File: src/rtl/stream_arb_pkg.sv
// stream_arb_pkg: shared constants, id sizing helper and id type for the stream arbiter.
package stream_arb_pkg;

    localparam int MAX_REQ = 16;

    function automatic int id_width(input int n);
        return $clog2(n);
    endfunction

    typedef logic [$clog2(MAX_REQ)-1:0] arb_id_t;

endpackage

File: src/rtl/rr_prio_picker.sv
// rr_prio_picker: combinational round-robin pick; rotate requests by ptr, fixed-priority encode, rotate back.
module rr_prio_picker
    import stream_arb_pkg::*;
#(
    parameter int NUM_REQ = 4,
    parameter int ID_W    = id_width(NUM_REQ)
) (
    input  logic [NUM_REQ-1:0] req,
    input  logic [ID_W-1:0]    ptr,
    output logic [NUM_REQ-1:0] grant,
    output logic [ID_W-1:0]    idx,
    output logic               any_grant
);

    logic [NUM_REQ-1:0] rot;
    logic [NUM_REQ-1:0] rot_oh;
    logic [ID_W-1:0]    enc;

    // Bit 0 of rot is the requester at ptr, so lowest set bit is the round-robin winner.
    always_comb begin
        rot = '0;
        for (int i = 0; i < NUM_REQ; i++) rot[i] = req[(i + int'(ptr)) % NUM_REQ];
    end

    always_comb begin
        enc = '0;
        for (int i = NUM_REQ - 1; i >= 0; i--) enc = rot[i] ? ID_W'(i) : enc;
    end

    assign any_grant = |rot;
    assign rot_oh    = any_grant ? NUM_REQ'(1) << enc : '0;
    assign idx       = ID_W'((int'(enc) + int'(ptr)) % NUM_REQ);

    always_comb begin
        grant = '0;
        for (int i = 0; i < NUM_REQ; i++) grant[(i + int'(ptr)) % NUM_REQ] = rot_oh[i];
    end

endmodule

File: src/rtl/stream_rr_arbiter.sv
// stream_rr_arbiter: round-robin merge of NUM_REQ valid/ready streams into one registered output stage.
// Define STREAM_ARB_PKT_LOCK_EN to hold the grant from a packet's first beat until its last beat.
module stream_rr_arbiter
    import stream_arb_pkg::*;
#(
    parameter int NUM_REQ    = 4,
    parameter int DATA_WIDTH = 32,
    parameter int ID_W       = id_width(NUM_REQ)
) (
    input  logic                          clk,
    input  logic                          rst_n,
    input  logic [NUM_REQ-1:0]            req_valid,
    input  logic [NUM_REQ*DATA_WIDTH-1:0] req_data,
    input  logic [NUM_REQ-1:0]            req_last,
    output logic [NUM_REQ-1:0]            req_ready,
    output logic                          out_valid,
    output logic [DATA_WIDTH-1:0]         out_data,
    output logic                          out_last,
    output logic [ID_W-1:0]               out_id,
    input  logic                          out_ready
);

    logic                  stage_ready;
    logic                  pick_any;
    logic                  acc;
    logic                  sel_last;
    logic                  locked;
    logic [NUM_REQ-1:0]    pick_oh;
    logic [NUM_REQ-1:0]    lock_oh;
    logic [ID_W-1:0]       pick_idx;
    logic [ID_W-1:0]       gnt_idx;
    logic [ID_W-1:0]       rr_ptr;
    logic [ID_W-1:0]       nxt_ptr;
    logic [ID_W-1:0]       lock_id;
    logic [DATA_WIDTH-1:0] sel_data;

    rr_prio_picker #(
        .NUM_REQ (NUM_REQ)
    ) u_picker (
        .req       (req_valid),
        .ptr       (rr_ptr),
        .grant     (pick_oh),
        .idx       (pick_idx),
        .any_grant (pick_any)
    );

    assign stage_ready = ~out_valid | out_ready;
    assign lock_oh     = NUM_REQ'(1) << lock_id;
    assign gnt_idx     = locked ? lock_id : pick_idx;
    // rst_n gates ready so nothing is offered while the block is held in reset.
    assign req_ready   = (rst_n & stage_ready & (locked | pick_any)) ? (locked ? lock_oh : pick_oh) : '0;
    assign acc         = |(req_valid & req_ready);
    assign sel_data    = req_data[int'(gnt_idx)*DATA_WIDTH +: DATA_WIDTH];
    assign sel_last    = req_last[gnt_idx];
    assign nxt_ptr     = (gnt_idx == ID_W'(NUM_REQ - 1)) ? '0 : gnt_idx + 1'b1;

    always_ff @(posedge clk or negedge rst_n) begin
        if (!rst_n) begin
            out_valid <= 1'b0;
            out_data  <= '0;
            out_last  <= 1'b0;
            out_id    <= '0;
        end else if (acc) begin
            out_valid <= 1'b1;
            out_data  <= sel_data;
            out_last  <= sel_last;
            out_id    <= gnt_idx;
        end else if (out_ready) begin
            out_valid <= 1'b0;
        end
    end

`ifdef STREAM_ARB_PKT_LOCK_EN
    // The pointer only moves when a packet completes, so a whole packet counts as one turn.
    always_ff @(posedge clk or negedge rst_n) begin
        if (!rst_n) begin
            rr_ptr  <= '0;
            locked  <= 1'b0;
            lock_id <= '0;
        end else if (acc) begin
            locked <= ~sel_last;
            if (sel_last) rr_ptr <= nxt_ptr;
            else lock_id <= gnt_idx;
        end
    end
`else
    assign locked  = 1'b0;
    assign lock_id = '0;

    always_ff @(posedge clk or negedge rst_n) begin
        if (!rst_n) rr_ptr <= '0;
        else if (acc) rr_ptr <= nxt_ptr;
    end
`endif

endmodule

File: config.mk
export PLATFORM = sky130hd
export DESIGN_NAME = stream_rr_arbiter
export DESIGN_NICKNAME = d
export VERILOG_FILES = /design/src/rtl/stream_arb_pkg.sv /design/src/rtl/rr_prio_picker.sv /design/src/rtl/stream_rr_arbiter.sv
export SDC_FILE = /design/constraint.sdc
export NUM_CORES = 1
export LEC_CHECK = 0
export CORE_ASPECT_RATIO = 1.2
export CORE_MARGIN = 5
export CORE_UTILIZATION = 37
export DETAILED_ROUTE_END_ITERATION = 10
export PLACE_DENSITY_LB_ADDON = 0.1
export SKIP_LAST_GASP = 1
export SLEW_MARGIN = 0
export SYNTH_ARGS = -nofsm -noshare
export SYNTH_HDL_FRONTEND = slang
export SYNTH_SLANG_ARGS = --single-unit
File: constraint.sdc
create_clock -name clk -period 5.55 [get_ports clk]
set_clock_uncertainty 0.15 [all_clocks]
set_input_delay 1.665 -clock clk [delete_from_list [all_inputs] [get_ports clk]]
set_output_delay 1.665 -clock clk [all_outputs]
set_load 0.05 [all_outputs]
### Yosys cells after proc, flatten, opt, wreduce, memory -nomap -nowiden

Index checks and enable logic that the tools add are counted.

* bits of input ports: 139
* register bits after elaboration: 38
* logic and storage cells: 74
* output and inout bits: 40

* $lt $le $gt $ge: 9
* shift operators: 2
* mux-type cells: 33
* equality and inequality tests: 1
* bitwise gates (word level): 9
* reductions and logical operators: 10
* add/subtract/negate cells: 5

Operator list (number)
* $shiftx 128x8->32: 1
* $mux 1: 14
* $bwmux 4: 3
* $lt 3x4->1 const B: 3
* $bmux 1 s2: 5
* $mux 2: 5
* $ge 3x1->1 const B: 3
* $and 4x4->4: 2
* $demux 1 s2: 4
* $mux 4: 2
* $reduce_or 4->1: 2
* $lt 2x3->1 const B: 2
* $reduce_or 2->1: 3
* $add 2x2->2 const A: 2
* $logic_and 1x1->1: 4
* $shl 1x2->4 const A: 1
* $and 1x1->1 const A: 3
* $add 1x2->2 const A: 1
* $add 2x1->2 const B: 1
* $add 2x2->2: 1
* $and 1x1->1: 2
* $eq 2x2->1 const B: 1
* $ge 2x1->1 const B: 1
* $reduce_bool 2->1: 1
* 2 further kinds: 2

### Depth between registers and ports, before layout

Gate-level depths: netlist (run 1).

* depth after elaboration: 20
* gate-level depth with buffers: 12
* mapped depth without buffers: 10

### Hierarchy

From an unflattened synthesis (run 1), not the netlist that was laid out.

* cells, all modules: 188
* area, all modules: 2984.1 um^2

By module, submodules not included
* stream_rr_arbiter: area an instance 2453.6 um^2, cells each 133, sequential area each 950.9 um^2, times used 1
* rr_prio_picker: area an instance 530.5 um^2, cells each 55, sequential area each 0.0 um^2, times used 1

### Worst setup path before layout (run 1)

No wires, ideal clock.

* path type: input to output
* start point: input req_valid[2]
* end point: output req_ready[2]
* setup slack: 46 ps
* required time: 3735 ps
* stages: 5
* arrival time: 3689 ps
* path buffers: 0
* path through: mux4_2 or4b_4 a22oi_1 nand2_1 nor2_1

* cells in the longest elaborated chain, start to end: 14
* elaborated cells on any way between the ends: 24
* those cells by class: 1 x shift; 20 x mux; 2 x bitwise; 1 x reduce/logical

RTL lines
* start, declared: line stream_rr_arbiter.sv:12 `input logic [NUM_REQ-1:0] req_valid,`
* $bmux 1 s2: line rr_prio_picker.sv:22 `for (int i = 0; i < NUM_REQ; i++) rot[i] = req[(i + int'(ptr)) % NUM_REQ];`
* $mux 1 (not written as such) (2 in a row): line rr_prio_picker.sv:22
* $mux 2 (4 in a row): line rr_prio_picker.sv:27 `for (int i = NUM_REQ - 1; i >= 0; i--) enc = rot[i] ? ID_W'(i) : enc;`
* $shl 1x2->4: line rr_prio_picker.sv:31 `assign rot_oh = any_grant ? NUM_REQ'(1) << enc : '0;`
* $mux 4: line rr_prio_picker.sv:31
* $and 4x4->4 (no source line)
* $bwmux 4 (3 in a row): line rr_prio_picker.sv:36 `for (int i = 0; i < NUM_REQ; i++) grant[(i + int'(ptr)) % NUM_REQ] = rot_oh[i];`
* $mux 4 (*): line stream_rr_arbiter.sv:51 `assign req_ready = (rst_n & stage_ready & (locked | pick_any)) ? (locked ? lock_oh : pick_oh) : '0;`
* end, declared: line stream_rr_arbiter.sv:15 `output logic [NUM_REQ-1:0] req_ready,`

Mark *: on every way between the ends. The rest lies on a longest branch, timed or not. The select of a mux whose other input is x is not followed.

### Final worst setup path (run 1)

* start point: input req_valid[2]
* end point: output req_ready[3]

Same word-level chain as after synthesis.

==> results.json, run 1 <==
{
  "vias": 2479,
  "synth_edf_count": 0,
  "hpwl_um": 6830,
  "p_sw_frac": 0.436,
  "critPathMaxStageDelay_ns": 0.58,
  "row_count": 34,
  "post_dp_cell_area_um2": 4720,
  "antenna_found_initial": 0,
  "start_kind": "input pin",
  "worst_ep_required_time_ns": 3.73,
  "htreeDepth": 2,
  "nets": 524,
  "cellLeakagePower_uw": 0.00194,
  "grt_pass1_wl_um": 13300,
  "grt_setup_unrepaired": "yes",
  "cp_max_fo": 5,
  "setup_ws_ns": 0.0786,
  "hold_start": "out_last$_DFFE_PN0P_",
  "p_per_area_nw_per_um2": 807,
  "dieArea_um2": 9220,
  "final_cell_area_um2": 4910,
  "synthArstFlopShare": 1.00,
  "fmax_mhz": 183,
  "irDropWorstVdd_v": 0.000783,
  "via_per_inst": 5.30,
  "synthCells": 184,
  "io_pins": 179,
  "place_inst": 456,
  "status": "finished clean",
  "area_delta_synth_final_pct": 79.6,
  "cts_num_sinks": 38,
  "worstMarginPinSlew_ns": 0.536,
  "path_delay_family": "simple AND/OR/NAND/NOR gates",
  "power.share.sequential": 0.134,
  "die_x_um": 88.5,
  "layout_commonest_cell": "clkdlybuf4s50_1",
  "pre_cts_ws_ns": -0.239,
  "power_frac_clock": 0.071,
  "fp.dieH_um": 104,
  "path_clk_slew_ns": 0.08,
  "slew_headroom": 0.642,
  "avgSynthCellArea_um2": 14.9,
  "layout.area.seq_um2": 951,
  "n_fill_cell": 570,
  "ys_ff_latch": 38,
  "final_hold_viol_count": 0,
  "clock_latency_ns": 0.28,
  "grt_use_total": 0.186,
  "overflow": 0,
  "syn_area_um2": 2730,
  "most-common-layout-cells": "clkdlybuf4s50_1, dfrtp_1, mux4_2, buf_4, mux2_2",
  "synth_nets": 331,
  "cts_tree": "done",
  "reg2reg_slack_ns": 1.56,
  "synthDistinctLibCells": 32,
  "drt_iter0_markers": 57,
  "finalSetupTns_ns": 0,
  "finalPower_uw": 3960,
  "hold_path_class": "flip-flop to flip-flop",
  "diodes": 0,
  "finalSetupViolCount": 0,
  "slew_viol_final": 0,
  "initial_utilization": 0.378,
  "worstSetupEndpointType": "output pin",
  "path_cells": "dlygate4sd2_1 -> mux4_2 -> or4b_4 -> a22oi_2 -> nand2_1 -> nor2_2 -> buf_12",
  "cts_inserted_buffers": 5,
  "multi_input_area_um2": 1710,
  "instances_no_fill": 468,
  "grt_pass1_vias": 2851,
  "cts_root_buf": "clkbuf_8",
  "first_pass_iters": 4,
  "p_switching_uw": 1730,
  "reg2reg_from": "rr_ptr[0]$_DFFE_PN0P_",
  "io_buffer_count": 178,
  "core_region_area_um2": 7230,
  "grt_max_degree": 39,
  "antenna_left": 0,
  "cts_buffer_depth": 2,
  "cpMaxStageDelayCell": "or4b_4",
  "drc": 0,
  "wl_per_cell_um": 17.9,
  "p_comb_frac": 0.795,
  "max-cap-violations": 0,
  "yosysWarnings": 0,
  "ys_seq_area_frac": 0.348,
  "worstSetupPathType": "input pin to output pin",
  "p_int_uw": 2230,
  "gp_congestion": 0.869,
  "timing.final.crit_share": 0.986,
  "drive_above_1_share": 0.294,
  "fin_crit_ns": 5.47,
  "synth_flop_cell": "dfrtp_1",
  "crit_path_start": "req_valid[2]",
  "crit_buf_inv": 2,
  "wl_um": 8370,
  "worst-endpoint-arrival_ns": 3.66
}
power groups by stage:
stage	clock network, µW	logic (µW)	registers (µW)
floorplan	0	1810	998
global placement	0	3100	528
detailed placement	0	3130	536
CTS	292	3190	533
global route	306	3370	552
finish	283	3150	530
cell usage after synthesis, types with 2 or more instances:
| cell type | n | area share |
|---|---|---|
| a311oi_1 | 2 | 0.0064 |
| nand2_1 | 8 | 0.011 |
| dfrtp_1 | 38 | 0.35 |
| nand3b_1 | 2 | 0.0055 |
| mux2_1 | 8 | 0.033 |
| nand2b_1 | 2 | 0.0046 |
| o21ai_0 | 2 | 0.0037 |
| a22oi_1 | 4 | 0.011 |
| xnor2_1 | 2 | 0.0064 |
| nand4_1 | 5 | 0.011 |
| inv_1 | 5 | 0.0069 |
| nor2_1 | 6 | 0.0082 |
| a211oi_1 | 2 | 0.0055 |
| ha_1 | 8 | 0.037 |
| mux4_2 | 37 | 0.30 |
| nor2b_1 | 4 | 0.0092 |
| buf_6 | 2 | 0.0082 |
| mux2_4 | 10 | 0.055 |
| clkbuf_1 | 7 | 0.0096 |
| mux2_2 | 18 | 0.074 |
area by class of cell:
type | instances | area share
timing repair buffer | 199 | 0.404
multi-input combinational | 128 | 0.348
sequential | 38 | 0.194
tap | 90 | 0.0229
clock buffer | 5 | 0.0140
clock inverter | 3 | 0.0140
inverter | 5 | 0.00382
worst paths after layout:
| check | cells after the start | end |
|---|---|---|
| max in group asynchronous | 2 | out_data[8]$_DFFE_PN0P_ |
| worst min-delay path | 1 | out_last$_DFFE_PN0P_ |
| worst max-delay path | 7 | req_ready[3] |
| min in group asynchronous | 2 | out_valid$_DFFE_PN0P_ |
| worst max register to register | 13 | out_data[5]$_DFFE_PN0P_ |
| worst min register to register | 1 | out_last$_DFFE_PN0P_ |
per-stage QoR:
| stage | util | hold slack [ns] |
|---|---|---|
| final | 0.679 | 0.340 |
| after global routing | 0.679 | 0.354 |
| after floorplan | - | 0.476 |
| after CTS | 0.679 | 0.344 |
| after global placement | 0.652 | 0.317 |
| after detailed placement | 0.652 | 0.324 |
routing by layer:
| metal | routed length [µm] | track usage | up-vias |
|---|---|---|---|
| li1 | - | - | 1116 |
| met2 | 4700 | 0.365 | 130 |
| met1 | 2610 | 0.173 | 1221 |
| met5 | 0 | 0 | - |
| met3 | 910 | 0.0666 | 12 |
| met4 | 140 | 0.0475 | 0 |
flip-flops by register name, summed over array words and instances (netlist names):
signal / flops
rr_ptr: 2
out_id: 2
out_valid: 1
out_data: 32
out_last: 1
kinds of logic (layout without fill, tap and decap cells):
logic type | Yosys count | in the layout | share of synthesized area
multiplexers | 74 | 74 | 0.470
AO/OA/AOI/OAI | 12 | 12 | 0.0316
flip-flops | 38 | 38 | 0.348
adder cells (fa/ha/maj) | 8 | 8 | 0.0366
XOR/XNOR | 3 | 3 | 0.00961
buffers and inverters | 18 | 212 | 0.0416
AND/OR/NAND/NOR | 31 | 31 | 0.0622
what timing repair did:
| item | in CTS | in global routing |
|---|---|---|
| setup endpoints to repair | 4 | 2 |
| resized for setup | 12 | 0 |
| endpoints found under the hold margin | 0 | 0 |
| buffers inserted | 4 | 0 |
| hold buffers | 0 | 0 |
| pin swaps | 3 | 2 |
(Power assumes the default switching activity.)
==> run 2: changes to the inputs <==
--- a/config.mk
+++ b/config.mk
@@ -7,7 +7,8 @@
 export LEC_CHECK = 0
 export CORE_ASPECT_RATIO = 1.2
 export CORE_MARGIN = 5
-export CORE_UTILIZATION = 37
+export CORE_UTILIZATION = 38
+export CTS_BUF_LIST = sky130_fd_sc_hd__clkbuf_2 sky130_fd_sc_hd__clkbuf_4 sky130_fd_sc_hd__clkbuf_8
 export DETAILED_ROUTE_END_ITERATION = 10
 export PLACE_DENSITY_LB_ADDON = 0.1
 export SKIP_LAST_GASP = 1
==> run 2 against run 1 <==
Wire length is 0.41% lower. Largest power group unchanged. Combinational power barely moved. Sequential power increased by 0.8%.
==> results.json, run 2 (synthesized netlist as in run 1, its figures left out) <==
{
  "start_kind": "input pin",
  "slew_viol_final": 0,
  "setup_ws_ns": 0.0790,
  "vias": 2414,
  "cts_inserted_buffers": 5,
  "cts_num_sinks": 38,
  "worstSetupEndpointType": "output pin",
  "finalPower_uw": 3940,
  "critPathMaxStageDelay_ns": 0.60,
  "via_per_inst": 5.28,
  "io_pins": 179,
  "wl_per_cell_um": 18.2,
  "p_int_uw": 2220,
  "p_per_area_nw_per_um2": 809,
  "grt_max_degree": 39,
  "power.share.sequential": 0.136,
  "area_delta_synth_final_pct": 78.2,
  "hpwl_um": 6700,
  "die_x_um": 87.4,
  "fmax_mhz": 183,
  "finalSetupViolCount": 0,
  "r2r-end": "out_data[27]$_DFFE_PN0P_",
  "cts_buffer_depth": 2,
  "p_comb_frac": 0.792,
  "top_regs": "out_data: 32 flops, out_id: 2 flops, rr_ptr: 2 flops",
  "irDropWorstVdd_v": 0.000577,
  "clock_latency_ns": 0.29,
  "antenna_found_initial": 0,
  "cts_tree": "done",
  "layout_commonest_cell": "clkdlybuf4s50_1",
  "grt_pass1_vias": 2620,
  "grt_pass1_wl_um": 12900,
  "largest_register": "out_data",
  "slew_headroom": 0.323,
  "row_count": 33,
  "io_buffer_count": 178,
  "path_clk_slew_ns": 0.08,
  "fp.dieH_um": 103,
  "gp_congestion": 0.802,
  "path_cells": "dlygate4sd2_1 -> mux4_2 -> or4b_4 -> a22oi_2 -> nand2_1 -> nor2_2 -> buf_12",
  "nets": 516,
  "p_switching_uw": 1720,
  "fin_crit_ns": 5.47,
  "drive_above_1_share": 0.278,
  "hold_start": "out_data[22]$_DFFE_PN0P_",
  "core_region_area_um2": 6940,
  "cellLeakagePower_uw": 0.00191,
  "worst-endpoint-arrival_ns": 3.66,
  "reg2reg_from": "rr_ptr[0]$_DFFE_PN0P_",
  "max-cap-violations": 0,
  "worstSetupPathType": "input pin to output pin",
  "overflow": 0,
  "cpMaxStageDelayCell": "or4b_4",
  "grt_setup_unrepaired": "no",
  "first_pass_iters": 4,
  "antenna_left": 0,
  "largest_reg_flops": 32,
  "initial_utilization": 0.394,
  "cts_root_buf": "clkbuf_8",
  "drc": 0,
  "diodes": 0,
  "hold_depth": 1,
  "status": "finished clean",
  "r2r_cells": 13,
  "grt_use_total": 0.187,
  "power_frac_clock": 0.072,
  "holdPathEnd": "out_data[22]$_DFFE_PN0P_",
  "pre_cts_ws_ns": -0.232,
  "timing.final.crit_share": 0.986,
  "worst_ep_required_time_ns": 3.73,
  "cp_max_fo": 5,
  "whs_ns": 0.339,
  "cts_hold_buf": 0,
  "wl_um": 8330,
  "most-common-layout-cells": "clkdlybuf4s50_1, dfrtp_1, mux4_2, mux2_2",
  "hold_path_class": "flip-flop to flip-flop",
  "drt_iter0_markers": 50,
  "final_hold_viol_count": 0,
  "reg2reg_slack_ns": 1.30,
  "htreeDepth": 2,
  "p_sw_frac": 0.437,
  "dieArea_um2": 9000,
  "worstMarginPinSlew_ns": 1.01
}
## run 2: power by group through the flow
stage / Clock [µW] / Sequential, µW / Combinational [µW]
floorplan: 0 / 998 / 1810
global placement: 0 / 531 / 3080
detailed placement: 0 / 537 / 3120
CTS: 293 / 536 / 3160
global route: 305 / 557 / 3340
finish: 285 / 534 / 3120
## run 2: through the flow
step / area (µm²) / cells / setup TNS, ns / util
6_report: 4870 / 457 / 0 / 0.702
5_1_grt: 4870 / 457 / 0 / 0.702
4_1_cts: 4870 / 457 / 0 / 0.702
3_5_place_dp: 4690 / 447 / -0.896 / 0.677
3_3_place_gp: 4690 / 447 / -0.659 / 0.677
2_1_floorplan: 2730 / 184 / 0 / -
## run 2: final cells by class
| class | count | area, µm² |
|---|---|---|
| Multi-Input combinational cell | 128 | 1710 |
| Timing Repair Buffer | 191 | 1950 |
| Sequential cell | 38 | 951 |
| Inverter | 5 | 18.8 |
| Clock inverter | 3 | 68.8 |
| Fill cell | 546 | 2060 |
| Tap cell | 87 | 109 |
| Clock buffer | 5 | 68.8 |
## run 2: critical path, delay by kind of cell
family                 cells  cell delay, ns
and+or+nand+nor            3            0.84
muxes                      1            0.50
AOI/OAI and AO/OA          1            0.22
buffers and inverters      2            0.43
## run 2: how the worst max path moves through the flow
stage                  from      endpoint  slack, ns
2_1_floorplan  req_valid[2]  req_ready[2]       0.05
3_3_place_gp   req_valid[3]  req_ready[0]      -0.17
3_5_place_dp   req_valid[3]  req_ready[3]      -0.23
4_1_cts        req_valid[1]  req_ready[3]       0.08
5_1_grt        req_valid[1]  req_ready[1]       0.02
6_report       req_valid[1]  req_ready[3]       0.08
## run 2: per-layer routing
layer	vias to the layer above	track usage	wire (µm)
li1	1102	-	-
met1	1180	0.199	2860
met2	127	0.341	4410
met3	5	0.0719	987
met4	0	0.0531	74
met5	-	0	0
## run 2: timing repair
action | CTS | global route
setup endpoints to repair | 4 | 1
pin swaps | 2 | 1
setup buffers | 2 | 0
resized for setup | 12 | 0
